<file path="src/rtl/cc_velctrl_pkg.sv">
// Shared definitions for the alien-formation velocity controller:
// state encoding and kill-counter width.
package cc_velctrl_pkg;

    localparam int KILL_W = 8;

    typedef logic [1:0] state_t;

    localparam state_t ST_IDLE = 2'd0;
    localparam state_t ST_SLOW = 2'd1;
    localparam state_t ST_FAST = 2'd2;
    localparam state_t ST_HALT = 2'd3;

    localparam logic [KILL_W-1:0] KILL_MAX = {KILL_W{1'b1}};

    // Saturating increment used by the kill counter.
    function automatic logic [KILL_W-1:0] kill_sat_inc(input logic [KILL_W-1:0] k);
        return (k == KILL_MAX) ? k : k + KILL_W'(1);
    endfunction

endpackage

</file>
<file path="src/rtl/cc_velctrl_divider.sv">
// Programmable tick divider: counts enabled cycles and emits a registered
// one-cycle tick on the cycle after the count reaches period-1.
module cc_velctrl_divider #(
    parameter int CNT_W = 25
) (
    input  logic             clk,
    input  logic             rst,
    input  logic [CNT_W-1:0] period,
    input  logic             en,
    input  logic             clr,
    output logic             tick
);

    logic [CNT_W-1:0] cnt;
    logic             wrap;

    assign wrap = en && (cnt == (period - CNT_W'(1)));

    // A clear does not cancel a wrap on the same edge: the tick still fires,
    // only the count restarts from zero.
    always_ff @(posedge clk) begin
        if (rst) begin
            cnt  <= '0;
            tick <= 1'b0;
        end else begin
            tick <= wrap;
            if (clr || wrap) begin
                cnt <= '0;
            end else if (en) begin
                cnt <= cnt + CNT_W'(1);
            end
        end
    end

endmodule

</file>
<file path="src/rtl/cc_velctrl.sv">
// Velocity controller: drives the slow/fast mux select and the movement
// strobe, promoting to fast speed after a number of enemy kills.
module cc_velctrl
    import cc_velctrl_pkg::*;
#(
    parameter int TICK_SLOW     = 25_000_000,
    parameter int TICK_FAST     = 12_500_000,
    parameter int KILLS_TO_FAST = 16,
    parameter int CNT_W         = 25
) (
    input  logic       CC_VELCTRL_CLOCK_50,
    input  logic       CC_VELCTRL_RESET_InHigh,
    input  logic       CC_VELCTRL_start_InHigh,
    input  logic       CC_VELCTRL_pause_InHigh,
    input  logic       CC_VELCTRL_kill_InHigh,
    input  logic       CC_VELCTRL_gameover_InHigh,
    output logic       CC_VELCTRL_select_OutLow,
    output logic       CC_VELCTRL_tick_Out,
    output logic [1:0] CC_VELCTRL_state_Out
);

    localparam logic [CNT_W-1:0]  PERIOD_SLOW = CNT_W'(TICK_SLOW);
    localparam logic [CNT_W-1:0]  PERIOD_FAST = CNT_W'(TICK_FAST);
    localparam logic [KILL_W-1:0] KILL_TGT    = KILL_W'(KILLS_TO_FAST);

    logic clk;
    logic rst;
    assign clk = CC_VELCTRL_CLOCK_50;
    assign rst = CC_VELCTRL_RESET_InHigh;

    state_t            state;
    state_t            state_next;
    logic [KILL_W-1:0] kills;
    logic [KILL_W-1:0] kills_inc_val;
    logic              active;
    logic              launch;
    logic              kill_inc;
    logic              promote;
    logic              div_en;
    logic              div_clr;
    logic [CNT_W-1:0]  period;
    logic              select_q;

    // Gameover outranks pause, which outranks kills and divider activity.
    assign active        = (state == ST_SLOW) || (state == ST_FAST);
    assign launch        = CC_VELCTRL_start_InHigh && !active;
    assign kill_inc      = active && CC_VELCTRL_kill_InHigh
                           && !CC_VELCTRL_pause_InHigh && !CC_VELCTRL_gameover_InHigh;
    assign kills_inc_val = kill_sat_inc(kills);
    assign promote       = (state == ST_SLOW) && kill_inc
                           && (kills != KILL_MAX) && (kills_inc_val == KILL_TGT);

    always_ff @(posedge clk) begin
        if (rst) begin
            state <= ST_IDLE;
        end else begin
            state <= state_next;
        end
    end

    always_comb begin
        state_next = state;
        case (state)
            ST_IDLE, ST_HALT: begin
                if (CC_VELCTRL_start_InHigh) state_next = ST_SLOW;
            end
            ST_SLOW: begin
                if (CC_VELCTRL_gameover_InHigh) state_next = ST_HALT;
                else if (promote)               state_next = ST_FAST;
            end
            ST_FAST: begin
                if (CC_VELCTRL_gameover_InHigh) state_next = ST_HALT;
            end
            default: state_next = ST_IDLE;
        endcase
    end

    always_comb begin
        div_en  = active && !CC_VELCTRL_gameover_InHigh && !CC_VELCTRL_pause_InHigh;
        div_clr = launch || promote || (active && CC_VELCTRL_gameover_InHigh);
        period  = (state == ST_FAST) ? PERIOD_FAST : PERIOD_SLOW;
    end

    always_ff @(posedge clk) begin
        if (rst) begin
            kills <= '0;
        end else if (launch) begin
            kills <= '0;
        end else if (kill_inc) begin
            kills <= kills_inc_val;
        end
    end

    always_ff @(posedge clk) begin
        if (rst) begin
            select_q <= 1'b0;
        end else begin
            select_q <= (state_next == ST_FAST);
        end
    end

    cc_velctrl_divider #(
        .CNT_W (CNT_W)
    ) u_divider (
        .clk    (clk),
        .rst    (rst),
        .period (period),
        .en     (div_en),
        .clr    (div_clr),
        .tick   (CC_VELCTRL_tick_Out)
    );

    assign CC_VELCTRL_select_OutLow = select_q;
    assign CC_VELCTRL_state_Out     = state;

endmodule

</file>
<file path="config.mk">
export PLATFORM = sky130hd
export DESIGN_NAME = cc_velctrl
export DESIGN_NICKNAME = d
export VERILOG_FILES = /design/src/rtl/cc_velctrl_pkg.sv /design/src/rtl/cc_velctrl_divider.sv /design/src/rtl/cc_velctrl.sv
export SDC_FILE = /design/constraint.sdc
export NUM_CORES = 1
export LEC_CHECK = 0
export BUFFER_PORTS_ARGS = -buffer_cell sky130_fd_sc_hd__buf_4
export CAP_MARGIN = 20
export CORE_MARGIN = 10
export CORE_UTILIZATION = 55
export DETAILED_ROUTE_END_ITERATION = 8
export GPL_TIMING_DRIVEN = 0
export HOLD_SLACK_MARGIN = 0.08
export PLACE_DENSITY = 0.75
export RECOVER_POWER = 25
export SYNTH_ARGS = -nofsm -noshare
export SYNTH_HDL_FRONTEND = slang
export SYNTH_SLANG_ARGS = --single-unit
</file>
<file path="constraint.sdc">
create_clock -name CC_VELCTRL_CLOCK_50 -period 2.15 [get_ports CC_VELCTRL_CLOCK_50]
set_input_delay 0.1075 -clock CC_VELCTRL_CLOCK_50 [delete_from_list [all_inputs] [get_ports CC_VELCTRL_CLOCK_50]]
set_output_delay 0.1075 -clock CC_VELCTRL_CLOCK_50 [all_outputs]
set_load 0.05 [all_outputs]
</file>
-- Word-level counts from Yosys, hierarchy flattened
Index checks and enable logic that the tools add are counted.
- word-level logic and storage cells: 45
- memory bits (writable): 0
- bits of input ports: 6
- output and inout bits: 4
- bits in read-only memories: 0
- memories: 0
- bits in registers: 37
- bits in latches: 0
- eq/ne operators: 8
- multipliers: 0
- shift operators: 0
- add/subtract/negate cells: 3
- bitwise operators: 0
- reductions and logical operators: 22
- div/mod/pow operators: 0
- muxes and demuxes: 7
- magnitude comparators: 0
- operator list (kind ; number):
    $add 25x1->25 const B ; 1
    $eq 25x25->1 ; 1
    $mux 25 ; 1
    $sub 25x1->25 const B ; 1
    $logic_and 1x1->1 ; 11
    $add 8x1->8 const B ; 1
    $eq 8x5->1 const B ; 1
    $eq 8x8->1 const B ; 1
    $mux 2 ; 4
    $mux 8 ; 1
    $ne 8x8->1 const B ; 1
    $eq 2x2->1 const B ; 3
    $pmux 2 s3 ; 1
    $reduce_or 2->1 ; 3
    $logic_or 1x1->1 ; 4
    $logic_not 1->1 ; 3
    $eq 2x1->1 const B ; 1
    $logic_not 2->1 ; 1

-- Depth between registers and ports, before layout
- depth after elaboration: 12
- gate-level depth with buffers: 10
- mapped depth without buffers: 7

-- By module
A second synthesis with hierarchy kept.
- cells, all modules: 382
- area, all modules: 3148.0 um^2
- modules (own cells, without submodules) (module ; cells each ; times used ; area an instance (um^2)):
    cc_velctrl_divider ; 295 ; 1 ; 2446.1
    cc_velctrl ; 87 ; 1 ; 701.9

-- Least setup slack after synthesis
Ideal clock, no wire load.
- kind: flip-flop to flip-flop
- start: register state[0] (netlist: CC_VELCTRL_state_Out[0])
- end: register state[0] (netlist: CC_VELCTRL_state_Out[0])
- arrival time: 2.430 ns
- cell stages (with the launch flop): 11
- setup slack: -0.408 ns
- path buffers: 3
- clock period less this slack: 2.558 ns
- required time: 2.023 ns
- cells stage by stage: dfxtp_1 > inv_1 > ha_1 > buf_6 > nor3_4 > nand2_4 > a2111oi_4 > o221a_1 > buf_6 > buf_12 > o22ai_2
- longest elaborated chain between the ends: 11
- elaborated cells on any way between the ends: 17
- those cells by class: 3 x eq/ne; 5 x mux; 9 x reduce/logical
- ends and longest elaborated chain (item ; RTL line ; text):
    from (decl) ; cc_velctrl.sv:31 ; state_t state;
    from (signal assigned) ; cc_velctrl.sv:57 ; state <= state_next;
    $eq 2x1->1 or $eq 2x2->1 (tied branches) ; cc_velctrl.sv:45, cc_velctrl.sv:50, cc_velctrl.sv:63 ;
    $logic_or 1x1->1 ; cc_velctrl.sv:45 ; assign active = (state == ST_SLOW) || (state == ST_FAST);
    $logic_and 1x1->1 ; cc_velctrl.sv:47 ; assign kill_inc = active && CC_VELCTRL_kill_InHigh
    $logic_and 1x1->1 (2 in series) ; cc_velctrl.sv:48 ; && !CC_VELCTRL_pause_InHigh && !CC_VELCTRL_gameover_InHigh;
    $logic_and 1x1->1 ; cc_velctrl.sv:50 ; assign promote = (state == ST_SLOW) && kill_inc
    $logic_and 1x1->1 (2 in series) ; cc_velctrl.sv:51 ; && (kills != KILL_MAX) && (kills_inc_val == KILL_TGT);
    $mux 2 ; cc_velctrl.sv:69 ; else if (promote) state_next = ST_FAST;
    $mux 2 ; cc_velctrl.sv:68 ; if (CC_VELCTRL_gameover_InHigh) state_next = ST_HALT;
    $pmux 2 s3 (*) ; cc_velctrl.sv:63 ; case (state)
Mark *: on every way between the ends. The rest lies on a longest branch, timed or not.
A chain may end at the register's enable or synchronous reset.

-- Worst setup path in the final report
- start: register state[0] (netlist: CC_VELCTRL_state_Out[0])
- end: register u_divider.cnt[22]
- longest elaborated chain between the ends: 12
- elaborated cells on any way between the ends: 22
- those cells by class: 1 x add/sub; 3 x eq/ne; 1 x mux; 17 x reduce/logical
- ends and longest elaborated chain (item ; RTL line ; text):
    branches (longest 12 deep; another with $sub 25x1->25) ; n/a ;
    to (signal assigned) ; cc_velctrl_divider.sv:30 ; cnt <= cnt + CNT_W'(1);
    to (decl) ; cc_velctrl_divider.sv:14 ; logic [CNT_W-1:0] cnt;
Several ways; the timed one is not identified.

==> impl_metrics.yaml <==
timing:
  finClkSkew_ns: 0.006821
  maxSlewHeadroom_pct: 60.16
  slew_violations: 0
  finalCriticalPeriod_ns: 2.085
  max_freq_ghz: 0.4795
  setup_slack_ns: 0.06464
  tightest_slew_ns: 0.6002
  finalCritPeriodShare_pct: 96.99
  hold_viol_final: 0
  rsz0062_at_grt: "true"
  finalSetupViolations: 0
floorplan:
  die_w_um: 83.22
  die_y_um: 83.22
  core_area_sq_um: 3771
  ios: 10
  row_count: 22
  initial_core_util_pct: 58.29
  die-area_sq_um: 6926
detailed_routing:
  wl_per_cell_um: 14.13
  ant_nets: 0
  routed_wl_um: 4239
  drcViolationCount: 0
  firstDrtPassIters: 4
  drt_iter0_drc: 108
  vias: 1711
  routed_via_density: 5.703
placement:
  port_buffers: 8
  place_congestion: 0.7584
  dp_hpwl_um: 2913
  post-place-ws_ns: -0.04291
yosys:
  yosysSeqAreaShare_pct: 33.69
  synth_top_area_share_pct: 33.69
  synthCells: 223
  ys_ff_latch: 37
  syn_nets: 233
  yosysMostFrequentCell: "dfxtp_1"
  synth-edff-count: 0
  avgSynthCellArea_sq_um: 9.858
  synth_cell_types: 43
  yosysWarnings: 0
  yosys-top-cells-area: "dfxtp_1 (34%), xor2_1 (10%), nor3_2 (9.1%)"
  ys_top_cells_by_count: "dfxtp_1 (37), xor2_1 (25), nor3_2 (20)"
  synth-main-ff-cell: "dfxtp_1"
  synth_top_area_cell: "dfxtp_1"
  synth_area_sq_um: 2198
  synthArstFlopShare_pct: 0
cts:
  numCtsBuffers: 5
  cts_tree: "built"
  cts_root_buf: "clkbuf_8"
  clkLatencyLatePin_ns: 0.29
  cts_buffer_depth: 2
  clkSlewWorstSetupHoldPaths_ns: 0.07
  h-tree-depth: 2
  cts.sinks: 37
critical_path:
  r2r_slack_ns: 0.06
  start_kind: "register"
  crit_required_ns: 2.33
  worst-r2r-cell-count: 8
  arrival_ns: 2.27
  cp-end-kind: "register"
  crit_fanout: 10
  crit_type: "reg2reg"
hold_path:
  holdPathStages: 3
  hold_class: "in2reg"
global_route:
  grt_max_degree: 12
  grt_overflow: 0
  busiest_layer: "met2"
  grt_pass1_vias: 1631
  antenna_found_initial: 0
  grt_usage_pct: 12.19
  grtUsageMet3_pct: 3.516
  grt_pass1_wl_um: 7431
  grt_util_met1_pct: 15.52
  grtUsageMet2_pct: 19.13
outcome:
  status: "finished, final reports clean"
finish:
  num-nets-final: 261
  area_delta_synth_final_pct: 14.68
  layout-drive-gt1-share_pct: 27.38
  n_antenna_cell: 0
  fill_cells: 292
power:
  pwr_density_cell_nw_per_um2: 704.9
  vdd_drop_max_v: 0.0006483
  leakagePower_nw: 0.9479
  p_total_mw: 1.777
run:
  maxCapViolCount: 0
report_power, final:
group / internal (mW) / switching [mW]
Sequential: 0.717 / 0.0269
Combinational: 0.220 / 0.317
Clock: 0.261 / 0.234
critical path, cell delays in order, from the launching register on:
cell       delay [ns]
dfxtp_4          0.38
inv_2            0.04
ha_4             0.18
or4b_4           0.50
a2111oi_4        0.33
o211ai_2         0.19
nand2_4          0.15
buf_12           0.15
nor3_2           0.05
stage by stage:
| stage | cell area, sq um | utilization (%) | hold WS, ns | instances | setup TNS [ns] |
|---|---|---|---|---|---|
| after floorplan | 2218 | - | 0.1799 | 223 | 0 |
| after global placement | 2338 | 62.01 | 0.3278 | 279 | -0.6106 |
| after detailed placement | 2338 | 62.01 | 0.3245 | 279 | -0.3740 |
| after CTS | 2461 | 65.26 | 0.1514 | 291 | 0 |
| after global routing | 2521 | 66.85 | 0.1759 | 300 | -0.3046 |
| final | 2521 | 66.85 | 0.1555 | 300 | 0 |
metal layers:
metal	share of wire, %	vias to the layer above
li1	-	871
met1	48	801
met2	47	33
met3	3.7	6
met4	1.3	0
met5	0	-
flip-flops by register name, summed over array words and instances, names as in the netlist:
signal,cells
CC_VELCTRL_select_OutLow,1
CC_VELCTRL_state_Out,2
kills,8
u_divider.cnt,25
u_divider.tick,1
what timing repair did:
| item | in CTS | in global routing |
|---|---|---|
| pin swaps | 2 | 8 |
| buffers inserted | 3 | 9 |
| hold buffers | 1 | 0 |
| gates resized for setup | 0 | 3 |
| setup endpoints to repair | 21 | 22 |
| hold endpoints to repair | 2 | 0 |
final timing paths:
path                                                          from                                  to
worst max-delay path            CC_VELCTRL_state_Out[0]$_SDFF_PP0_      u_divider.cnt[22]$_SDFFE_PP0P_
worst min-delay path                    CC_VELCTRL_gameover_InHigh  CC_VELCTRL_state_Out[1]$_SDFF_PP0_
worst max register to register  CC_VELCTRL_state_Out[0]$_SDFF_PP0_      u_divider.cnt[22]$_SDFFE_PP0P_
worst min register to register               kills[0]$_SDFFE_PP0N_               kills[0]$_SDFFE_PP0N_
cell type report:
class	count	area, sq um	share of cell area, %
Timing Repair Buffer	21	148.9	5.906
Buffer	11	130.1	5.161
Tap cell	48	60.06	2.382
Sequential cell	37	749.5	29.73
Clock buffer	8	90.09	3.573
Multi-Input combinational cell	171	1328	52.65
Inverter	4	15.01	0.5955
cell families after synthesis:
family                     share of synthesized area, %
DFF                                               33.69
AOI/OAI and AO/OA                                 8.138
xor gates and xnor gates                          11.55
and+or+nand+nor                                   35.40
buffers and inverters                             6.602
muxes                                             2.334
adders and majority gates                         2.277
placed cells by master (no fill, tap or decap), types with 2 or more instances in the layout:
cell type  instances
nor3_4             2
nand4_1           11
o31ai_1            2
buf_6              4
xor2_1            25
or4_1              2
nor2_1            14
nor3_2            20
clkbuf_1           9
and3_1             9
nand2b_1           2
a2111oi_4          2
nand4b_1           4
buf_12             4
dfxtp_1           34
ha_1               2
nor3_1            10
dfxtp_4            2
o21ai_0            3
xnor2_1            4
nand3_1           16
nand2_1           13
clkbuf_8           6
nand2_4            2
nor4_1             3
o211a_1            2
or4b_4             2
buf_4             15
inv_1              3
mux2i_1            4
(Power assumes the default switching activity.)
